### src/rtl/muldiv_seq_if.sv
// Request/response bundle between the EX-stage issue logic and the
// iterative multiply/divide sequencer.
interface muldiv_seq_if #(
  parameter int XLEN = 32
);
  logic            start;
  logic            kill;
  logic [2:0]      funct3;
  logic [XLEN-1:0] op_a;
  logic [XLEN-1:0] op_b;
  logic            busy;
  logic            done;
  logic [XLEN-1:0] result;

  modport master (
    output start, kill, funct3, op_a, op_b,
    input  busy, done, result
  );

  modport slave (
    input  start, kill, funct3, op_a, op_b,
    output busy, done, result
  );
endinterface

### src/rtl/muldiv_seq.sv
// Iterative RV32M multiply/divide sequencer. Operands are reduced to
// magnitudes on acceptance, a 32-step shift-add or restoring-divide loop
// runs on unsigned values, and a two-cycle FIX phase restores signs,
// resolves divide-by-zero and selects the architectural result.
module muldiv_seq #(
  parameter int XLEN = 32
) (
  input  logic       clk,
  input  logic       rst_n,
  muldiv_seq_if.slave bus
);
  localparam int CW = $clog2(XLEN);

  typedef enum logic [1:0] {IDLE, RUN, FIX} state_t;

  state_t            state;
  logic [2:0]        fn;
  logic              neg_a, neg_b, bz;
  logic [CW-1:0]     count;
  // Fixed operand: multiplicand for MUL*, divisor for DIV*/REM*.
  logic [XLEN-1:0]   opnd;
  // MUL*: {product hi, multiplier/product lo}; DIV*: {remainder, quotient}.
  logic [2*XLEN-1:0] acc;
  logic [XLEN-1:0]   fix_res;

  // Operand sign handling at acceptance.
  logic            sa_in, sb_in;
  logic [XLEN-1:0] abs_a, abs_b;
  always_comb begin
    sa_in = (bus.funct3 == 3'b001) || (bus.funct3 == 3'b010) ||
            (bus.funct3[2] && !bus.funct3[0]);
    sb_in = (bus.funct3 == 3'b001) || (bus.funct3[2] && !bus.funct3[0]);
    abs_a = (sa_in && bus.op_a[XLEN-1]) ? -bus.op_a : bus.op_a;
    abs_b = (sb_in && bus.op_b[XLEN-1]) ? -bus.op_b : bus.op_b;
  end

  // One iteration of shift-add multiply and restoring divide.
  logic [XLEN:0]     mul_sum;
  logic [2*XLEN-1:0] mul_nxt;
  logic [XLEN:0]     div_sh;
  logic [XLEN+1:0]   div_diff;
  logic              div_ge;
  logic [2*XLEN-1:0] div_nxt;
  always_comb begin
    mul_sum  = {1'b0, acc[2*XLEN-1:XLEN]} + (acc[0] ? {1'b0, opnd} : '0);
    mul_nxt  = {mul_sum, acc[XLEN-1:1]};
    div_sh   = {acc[2*XLEN-1:XLEN], acc[XLEN-1]};
    div_diff = {1'b0, div_sh} - {2'b00, opnd};
    div_ge   = !div_diff[XLEN+1];
    div_nxt  = {(div_ge ? div_diff[XLEN-1:0] : div_sh[XLEN-1:0]),
                acc[XLEN-2:0], div_ge};
  end

  // Sign correction and result selection. A zero divisor leaves the
  // remainder equal to |op_a|, so the dividend-sign fixup returns op_a.
  logic [2*XLEN-1:0] prod;
  logic [XLEN-1:0]   quo, rem, fix_sel;
  always_comb begin
    prod = (neg_a ^ neg_b) ? -acc : acc;
    quo  = bz ? '1 : ((neg_a ^ neg_b) ? -acc[XLEN-1:0] : acc[XLEN-1:0]);
    rem  = neg_a ? -acc[2*XLEN-1:XLEN] : acc[2*XLEN-1:XLEN];
    case (fn)
      3'b000:                 fix_sel = prod[XLEN-1:0];
      3'b001, 3'b010, 3'b011: fix_sel = prod[2*XLEN-1:XLEN];
      3'b100, 3'b101:         fix_sel = quo;
      default:                fix_sel = rem;
    endcase
  end

  // Sequencer FSM with registered busy/done/result.
  always_ff @(posedge clk) begin
    if (!rst_n) begin
      state      <= IDLE;
      fn         <= '0;
      neg_a      <= 1'b0;
      neg_b      <= 1'b0;
      bz         <= 1'b0;
      count      <= '0;
      opnd       <= '0;
      acc        <= '0;
      fix_res    <= '0;
      bus.busy   <= 1'b0;
      bus.done   <= 1'b0;
      bus.result <= '0;
    end else begin
      bus.done <= 1'b0;
      case (state)
        IDLE: begin
          if (bus.start && !bus.kill) begin
            fn       <= bus.funct3;
            neg_a    <= sa_in && bus.op_a[XLEN-1];
            neg_b    <= sb_in && bus.op_b[XLEN-1];
            bz       <= (bus.op_b == '0);
            count    <= '0;
            if (bus.funct3[2]) begin
              opnd <= abs_b;
              acc  <= {{XLEN{1'b0}}, abs_a};
            end else begin
              opnd <= abs_a;
              acc  <= {{XLEN{1'b0}}, abs_b};
            end
            state    <= RUN;
            bus.busy <= 1'b1;
          end
        end
        RUN: begin
          if (bus.kill) begin
            state    <= IDLE;
            bus.busy <= 1'b0;
          end else begin
            acc   <= fn[2] ? div_nxt : mul_nxt;
            count <= count + 1'b1;
            if (count == CW'(XLEN-1)) begin
              count <= '0;
              state <= FIX;
            end
          end
        end
        FIX: begin
          // Phase 0 forms the corrected value, phase 1 publishes it.
          if (bus.kill) begin
            state    <= IDLE;
            bus.busy <= 1'b0;
          end else if (!count[0]) begin
            fix_res <= fix_sel;
            count   <= CW'(1);
          end else begin
            bus.result <= fix_res;
            bus.done   <= 1'b1;
            bus.busy   <= 1'b0;
            count      <= '0;
            state      <= IDLE;
          end
        end
        default: begin
          state    <= IDLE;
          bus.busy <= 1'b0;
        end
      endcase
    end
  end
endmodule

### src/flat_wrapper.sv
// flat-port wrapper written by rule: the top's interface ports become plain ports
module muldiv_seq_flat 
#(
  parameter int XLEN = 32
)
  (clk, rst_n, bus_start, bus_kill, bus_funct3, bus_op_a, bus_op_b, bus_busy, bus_done, bus_result);
  muldiv_seq_if #(.XLEN(XLEN)) bus_i ();
  input  logic clk;
  input  logic rst_n;
  input wire logic [$bits(bus_i.start)-1:0] bus_start;
  input wire logic [$bits(bus_i.kill)-1:0] bus_kill;
  input wire logic [$bits(bus_i.funct3)-1:0] bus_funct3;
  input wire logic [$bits(bus_i.op_a)-1:0] bus_op_a;
  input wire logic [$bits(bus_i.op_b)-1:0] bus_op_b;
  output wire logic [$bits(bus_i.busy)-1:0] bus_busy;
  output wire logic [$bits(bus_i.done)-1:0] bus_done;
  output wire logic [$bits(bus_i.result)-1:0] bus_result;
  assign bus_i.start = bus_start;
  assign bus_i.kill = bus_kill;
  assign bus_i.funct3 = bus_funct3;
  assign bus_i.op_a = bus_op_a;
  assign bus_i.op_b = bus_op_b;
  assign bus_busy = bus_i.busy;
  assign bus_done = bus_i.done;
  assign bus_result = bus_i.result;
  muldiv_seq #(.XLEN(XLEN)) u_core (.clk(clk), .rst_n(rst_n), .bus(bus_i));
endmodule
### config.mk
export PLATFORM = sky130hd
export DESIGN_NAME = muldiv_seq_flat
export DESIGN_NICKNAME = d
export VERILOG_FILES = /design/src/rtl/muldiv_seq_if.sv /design/src/rtl/muldiv_seq.sv /design/src/flat_wrapper.sv
export SDC_FILE = /design/constraint.sdc
export NUM_CORES = 1
export LEC_CHECK = 0
export CAP_MARGIN = 20
export CORE_ASPECT_RATIO = 0.9
export CORE_MARGIN = 8
export CORE_UTILIZATION = 65
export DETAILED_ROUTE_END_ITERATION = 16
export PLACE_DENSITY = 0.87
export SYNTH_ARGS = -nofsm -noshare
export SYNTH_HDL_FRONTEND = slang
export SYNTH_SLANG_ARGS = --single-unit
export TNS_END_PERCENT = 20
### constraint.sdc
create_clock -name clk -period 9 [get_ports clk]
set_input_delay 1.8 -clock clk [delete_from_list [all_inputs] [get_ports clk]]
set_output_delay 1.8 -clock clk [all_outputs]
set_load 0.01 [all_outputs]
Word-level counts from Yosys, hierarchy flattened

Cells that the tools add are included.

Output and inout port bits: 34
Bits of input ports: 71
Word-level logic and storage cells: 99
Flip-flop bits (word level): 175

Reductions and logical operators: 25
Bitwise operators: 5
Equal/unequal tests: 16
$add $sub $neg: 8
Mux-type cells: 33

Operators with widths:

| cell                                                 | count |
|---|---|
| two-way mux 32 bit                                   | 9 |
| two-way mux 64 bit                                   | 4 |
| negation 32 bit                                      | 4 |
| one-hot mux 64 bit (2 select lines)                  | 1 |
| one-hot mux 32 bit (3 select lines)                  | 1 |
| negation 64 bit                                      | 1 |
| subtractor 33 x 32 -> 34 bit                         | 1 |
| adder 32 x 33 -> 33 bit                              | 1 |
| logical NOT 32 bit                                   | 1 |
| two-way mux 5 bit                                    | 4 |
| one-hot mux 5 bit (3 select lines)                   | 1 |
| AND reduction 3 bit                                  | 5 |
| two-way mux 2 bit                                    | 5 |
| equality test 3 x 2 -> 1 bit (second input constant) | 3 |
| equality test 3 x 1 -> 1 bit (second input constant) | 2 |
| equality test 3 bit (second input constant)          | 2 |
| two-way mux 1 bit                                    | 6 |
| != test 2 bit (second input constant)                | 3 |
| != test 3 x 2 -> 1 bit (second input constant)       | 2 |
| one-hot mux 2 bit (3 select lines)                   | 1 |
| OR reduction 3 bit                                   | 2 |
| adder 5 x 1 -> 5 bit (second input constant)         | 1 |
| equality test 5 bit (second input constant)          | 1 |
| logical AND 1 bit                                    | 4 |
| 15 further kinds                                     | 22 |

Depth between registers and ports, before layout

Depth in word-level cells: 8
Gate-level depth with buffers: 15
Gate-level depth less buffers: 14

Worst setup path after synthesis

Ideal clock, no wire load.

Kind: input port to flip-flop
Start point: in bus_op_b[8]
End point: reg u_core.acc[27]
Arrival time: 4,164 ps
Buffers on the path: 0
Stages on the path: 10
Data required time: 8,930 ps
Slack: 4,766 ps
Library setup time: 70 ps
Path through: or4_1 -> or4_1 -> nor3_2 -> nand2_1 -> o41ai_2 -> xnor2_1 -> nor2_1 -> a211oi_1 -> a21oi_1 -> a21oi_1

Cells in the longest elaborated chain, start to end: 5

RTL lines:

| element                             | line               | source |
|---|---|---|
| start: declaration                  | flat_wrapper.sv:14 | `input wire logic [$bits(bus_i.op_b)-1:0] bus_op_b;` |
| negation 32 bit                     | muldiv_seq.sv:34   | `abs_b = (sb_in && bus.op_b[XLEN-1]) ? -bus.op_b : bus.op_b;` |
| two-way mux 32 bit                  | muldiv_seq.sv:34   |  |
| two-way mux 32 bit                  | muldiv_seq.sv:95   | `if (bus.funct3[2]) begin` |
| two-way mux 64 bit                  | muldiv_seq.sv:89   | `if (bus.start && !bus.kill) begin` |
| one-hot mux 64 bit (2 select lines) | muldiv_seq.sv:87   | `case (state)` |
| end signal: assignment              | muldiv_seq.sv:97   | `acc <= {{XLEN{1'b0}}, abs_a};` |
| end signal: assignment              | muldiv_seq.sv:100  | `acc <= {{XLEN{1'b0}}, abs_b};` |
| end signal: assignment              | muldiv_seq.sv:111  | `acc <= fn[2] ? div_nxt : mul_nxt;` |
| end: declaration                    | muldiv_seq.sv:23   | `logic [2*XLEN-1:0] acc;` |

Every way passes these cells. The select of a mux whose other input is x is not followed.
A chain may end at the register's enable or synchronous reset.

Final worst setup path

Start point: in bus_op_a[6]
End point: reg u_core.acc[23]

Cells in the longest elaborated chain, start to end: 5

RTL lines:

| element                             | line               | source |
|---|---|---|
| start: declaration                  | flat_wrapper.sv:13 | `input wire logic [$bits(bus_i.op_a)-1:0] bus_op_a;` |
| negation 32 bit                     | muldiv_seq.sv:33   | `abs_a = (sa_in && bus.op_a[XLEN-1]) ? -bus.op_a : bus.op_a;` |
| two-way mux 32 bit                  | muldiv_seq.sv:33   |  |
| two-way mux 32 bit                  | muldiv_seq.sv:95   |  |
| two-way mux 64 bit                  | muldiv_seq.sv:89   |  |
| one-hot mux 64 bit (2 select lines) | muldiv_seq.sv:87   |  |

Every way passes these cells. The select of a mux whose other input is x is not followed.

==> summary.md <==
| Metric | Value |
|---|---|
| Post-synth top flop | `dfxtp_1` |
| Drt via density | `6.752` |
| Power Dens Cells | `138.7 nW/um2` |
| Fmax | `0.2090 GHz` |
| DRT Wirelength | `52140 um` |
| Dpl cells | `2409` |
| FF-to-FF setup slack | `4.86 ns` |
| Total power | `0.002346 W` |
| Worst setup margin | `4.216 ns` |
| Status | `finished, final reports clean` |
| Synth Instances | `2120` |
| Fillers | `1895` |
| RePlAce Congestion | `1.040` |
| Maxcap violations | `0` |
| Sink Count | `175` |
| Worst hold stages | `2` |
| Mapped Area | `15150 um2` |
| WP data arrival | `5.15 ns` |
| CTS resizes | `0` |
| Unique masters post-synth | `82` |
| Hold endpoint | `u_core.fix_res[27]` |
| Die X | `176.9 um` |
| Die height | `160.9 um` |
| Ys async rst share | `0%` |
| Layout cells sized above 1 | `5.698%` |
| Final Cycle Share | `53.15%` |
| Overflow after GRT | `0` |
| Final core area utilization | `73.06%` |
| Worst Path Required | `9.36 ns` |
| Core box area | `23140 um2` |
| Full die area | `28460 um2` |
| CTS Root Cell | `clkbuf_16` |
| Row Count | `53` |
| Area Growth Syn to Fin | `11.58%` |
| Worst r2r src | `u_core.acc[47]` |
| Clk buf depth | `2` |
| Worst setup EP type | `flop` |
| Largest stage delay, worst path | `0.60 ns` |
| Final setup fails | `0` |
| Final hold vios | `0` |
| TritonCTS buffer count | `17` |
| Worst-Margin Slew | `1.163 ns` |
| Average wire per standard cell | `21.33 um` |
| DRT antenna net count | `0` |
| Vias post-DR | `16500` |
| FF+latch count, synth | `175` |
| Setup CP Type | `input port to flop` |
| Reg2reg end | `u_core.acc[62]` |
| Cell taking the most area after synthesis | `dfxtp_1` |
| Warnings from Yosys | `0` |
| Peak supply drop | `0.1156 mV` |
| Initial antenna violation count | `1` |
| Vias in the first global route | `15200` |
| Most frequent cell after synthesis | `nand2_1` |
| Setup Skew | `0.01905 ns` |
| PortBufs | `104` |
| NumNets Final | `2274` |
| RSZ-0062 raised after global routing | `no` |
| Global-route usage over all layers | `35.57%` |
| Sequential share of the synthesized area | `23.12%` |
| Hold-fix buffers, CTS | `0` |
| Post-CTS Setup Inserts | `0` |
| Place WS | `3.941 ns` |
| Critical-path maximum fanout | `5` |
| Slew Limit Fails | `0` |
| Startpoint Class | `input port` |
| First-pass GRT wire length | `82150 um` |
| 1st-iter DRT viols | `1852` |
| DRC | `0` |
| Top cells by area, synth | `dfxtp_1 23%, a21oi_1 8.0%, nand2_1 6.8%` |
| Leakage | `6.502 nW` |
| Tmin final | `4.784 ns` |
| Synth cell count leaders | `275 x nand2_1, 242 x a21oi_1, 211 x nor2_1` |
| Number of I/O pins | `105` |
| Mapped Nets | `2266` |
| CP max stage cell | `or4_1` |
| Worst Hold Class | `flop to flop` |
| CTS tree | `done` |
| Clock-pin slew on the worst setup and hold paths | `0.08 ns` |
| TNS Setup | `0 ns` |
| Hold Crit Start | `u_core.fix_res[27]` |
| H-tree depth | `4` |
| Synth top area share | `23.12%` |
| Post-DP HPWL | `39320 um` |
| Initial core utilization | `65.48%` |
| Worst r2r path cells | `12` |
| Slew headroom | `22.50%` |
| DRT Pass-1 Iters | `5` |
| CP Cell Sequence | `clkdlybuf4s50_1, or4_1, nor4_1, nor3b_1, and3b_1, a21oi_1, xnor2_1, a211oi_1, a21oi_1, a21oi_1` |
| Clk Latency, worst-skew pair | `0.45 ns` |
| Fin cells | `2444` |
| Largest net degree at the start of global routing | `83` |
| Syn avg cell area | `7.148 um2` |
| Post-synth EDFFs | `0` |
| CP most frequent cell | `a21oi_1` |
area by class of cell:
type                       count  area (um2)  share of cell area (%)
clock inverter                15       210.2                   1.243
timing repair buffer         133        1261                   7.459
antenna                        1       2.502                 0.01480
multi-input combinational   1736       10880                   64.36
inverter                      65       244.0                   1.443
sequential                   175        3505                   20.73
clock buffer                  17       425.4                   2.516
tap                          302       377.9                   2.235
per-layer routing:
layer,global-route usage (%),part of all wire [%]
met5,0,0
met2,51.13,41
met1,47.89,41
met3,9.458,12
met4,18.21,5.0
metrics by stage:
step	hold slack, ns	instance area, um2
floorplan	0.4154	15150
global placement	0.4287	16250
detailed placement	0.4351	16250
CTS	0.4484	16880
global route	0.4656	16910
finish	0.4451	16910
how the worst max path moves through the flow:
stage	start	end	slack, ns	cells after the start
2_1_floorplan	bus_op_b[8]	u_core.acc[27]	4.77	10
3_3_place_gp	bus_op_b[0]	u_core.acc[28]	4.03	13
3_5_place_dp	bus_op_a[6]	u_core.opnd[31]	3.94	11
4_1_cts	bus_op_a[6]	u_core.acc[23]	4.31	10
5_1_grt	bus_op_a[6]	u_core.opnd[31]	4.03	11
6_report	bus_op_a[6]	u_core.acc[23]	4.22	10
layout by cell type, fill, tap and decap left out, types with 19 or more instances in the layout:
cell and n:
o21ai_0 143, mux2i_1 26, ha_1 72, clkdlybuf4s50_1 103, xor2_1 84, buf_4 28
a21oi_1 242, dfxtp_1 174, o21ai_1 21, o211ai_1 28, o31ai_1 24, nand2_1 275
nand2b_1 24, inv_1 62, nand3_1 39, xnor2_1 105, a22oi_1 19, a21o_1 24
nor2_1 209, nor3_1 51, mux2_2 27, nor4_1 22, a211oi_1 58
worst max-delay path: cells and delay by family:
kind / cells / cell delay (ns)
xor+xnor: 1 / 0.19
simple gates: 4 / 1.95
buf+inv: 1 / 0.48
compound gates: 4 / 0.73
registers in the layout, summed over array words and instances, names as in the netlist:
| name | count |
|---|---|
| u_core.opnd | 32 |
| u_core.bus.busy | 1 |
| u_core.fn | 3 |
| u_core.bz | 1 |
| u_core.neg_a | 1 |
| u_core.neg_b | 1 |
| u_core.state | 2 |
| u_core.count | 5 |
| u_core.fix_res | 32 |
| u_core.bus.result | 32 |
| u_core.bus.done | 1 |
| u_core.acc | 64 |
where the power goes:
group	switching (W)	internal, W
Sequential	0.0000497	0.000803
Clock	0.000395	0.000407
Combinational	0.000438	0.000252
kinds of logic after synthesis:
| family | Yosys count | share of synthesized area, % |
|---|---|---|
| multiplexers | 53 | 3.724 |
| adder cells (fa/ha/maj) | 75 | 6.292 |
| AO/OA/AOI/OAI | 685 | 28.17 |
| buffers and inverters | 209 | 5.284 |
| AND/OR/NAND/NOR | 732 | 22.37 |
| XOR/XNOR | 191 | 11.04 |
| flip-flops | 175 | 23.12 |
Power figures use the tool's default switching activity.
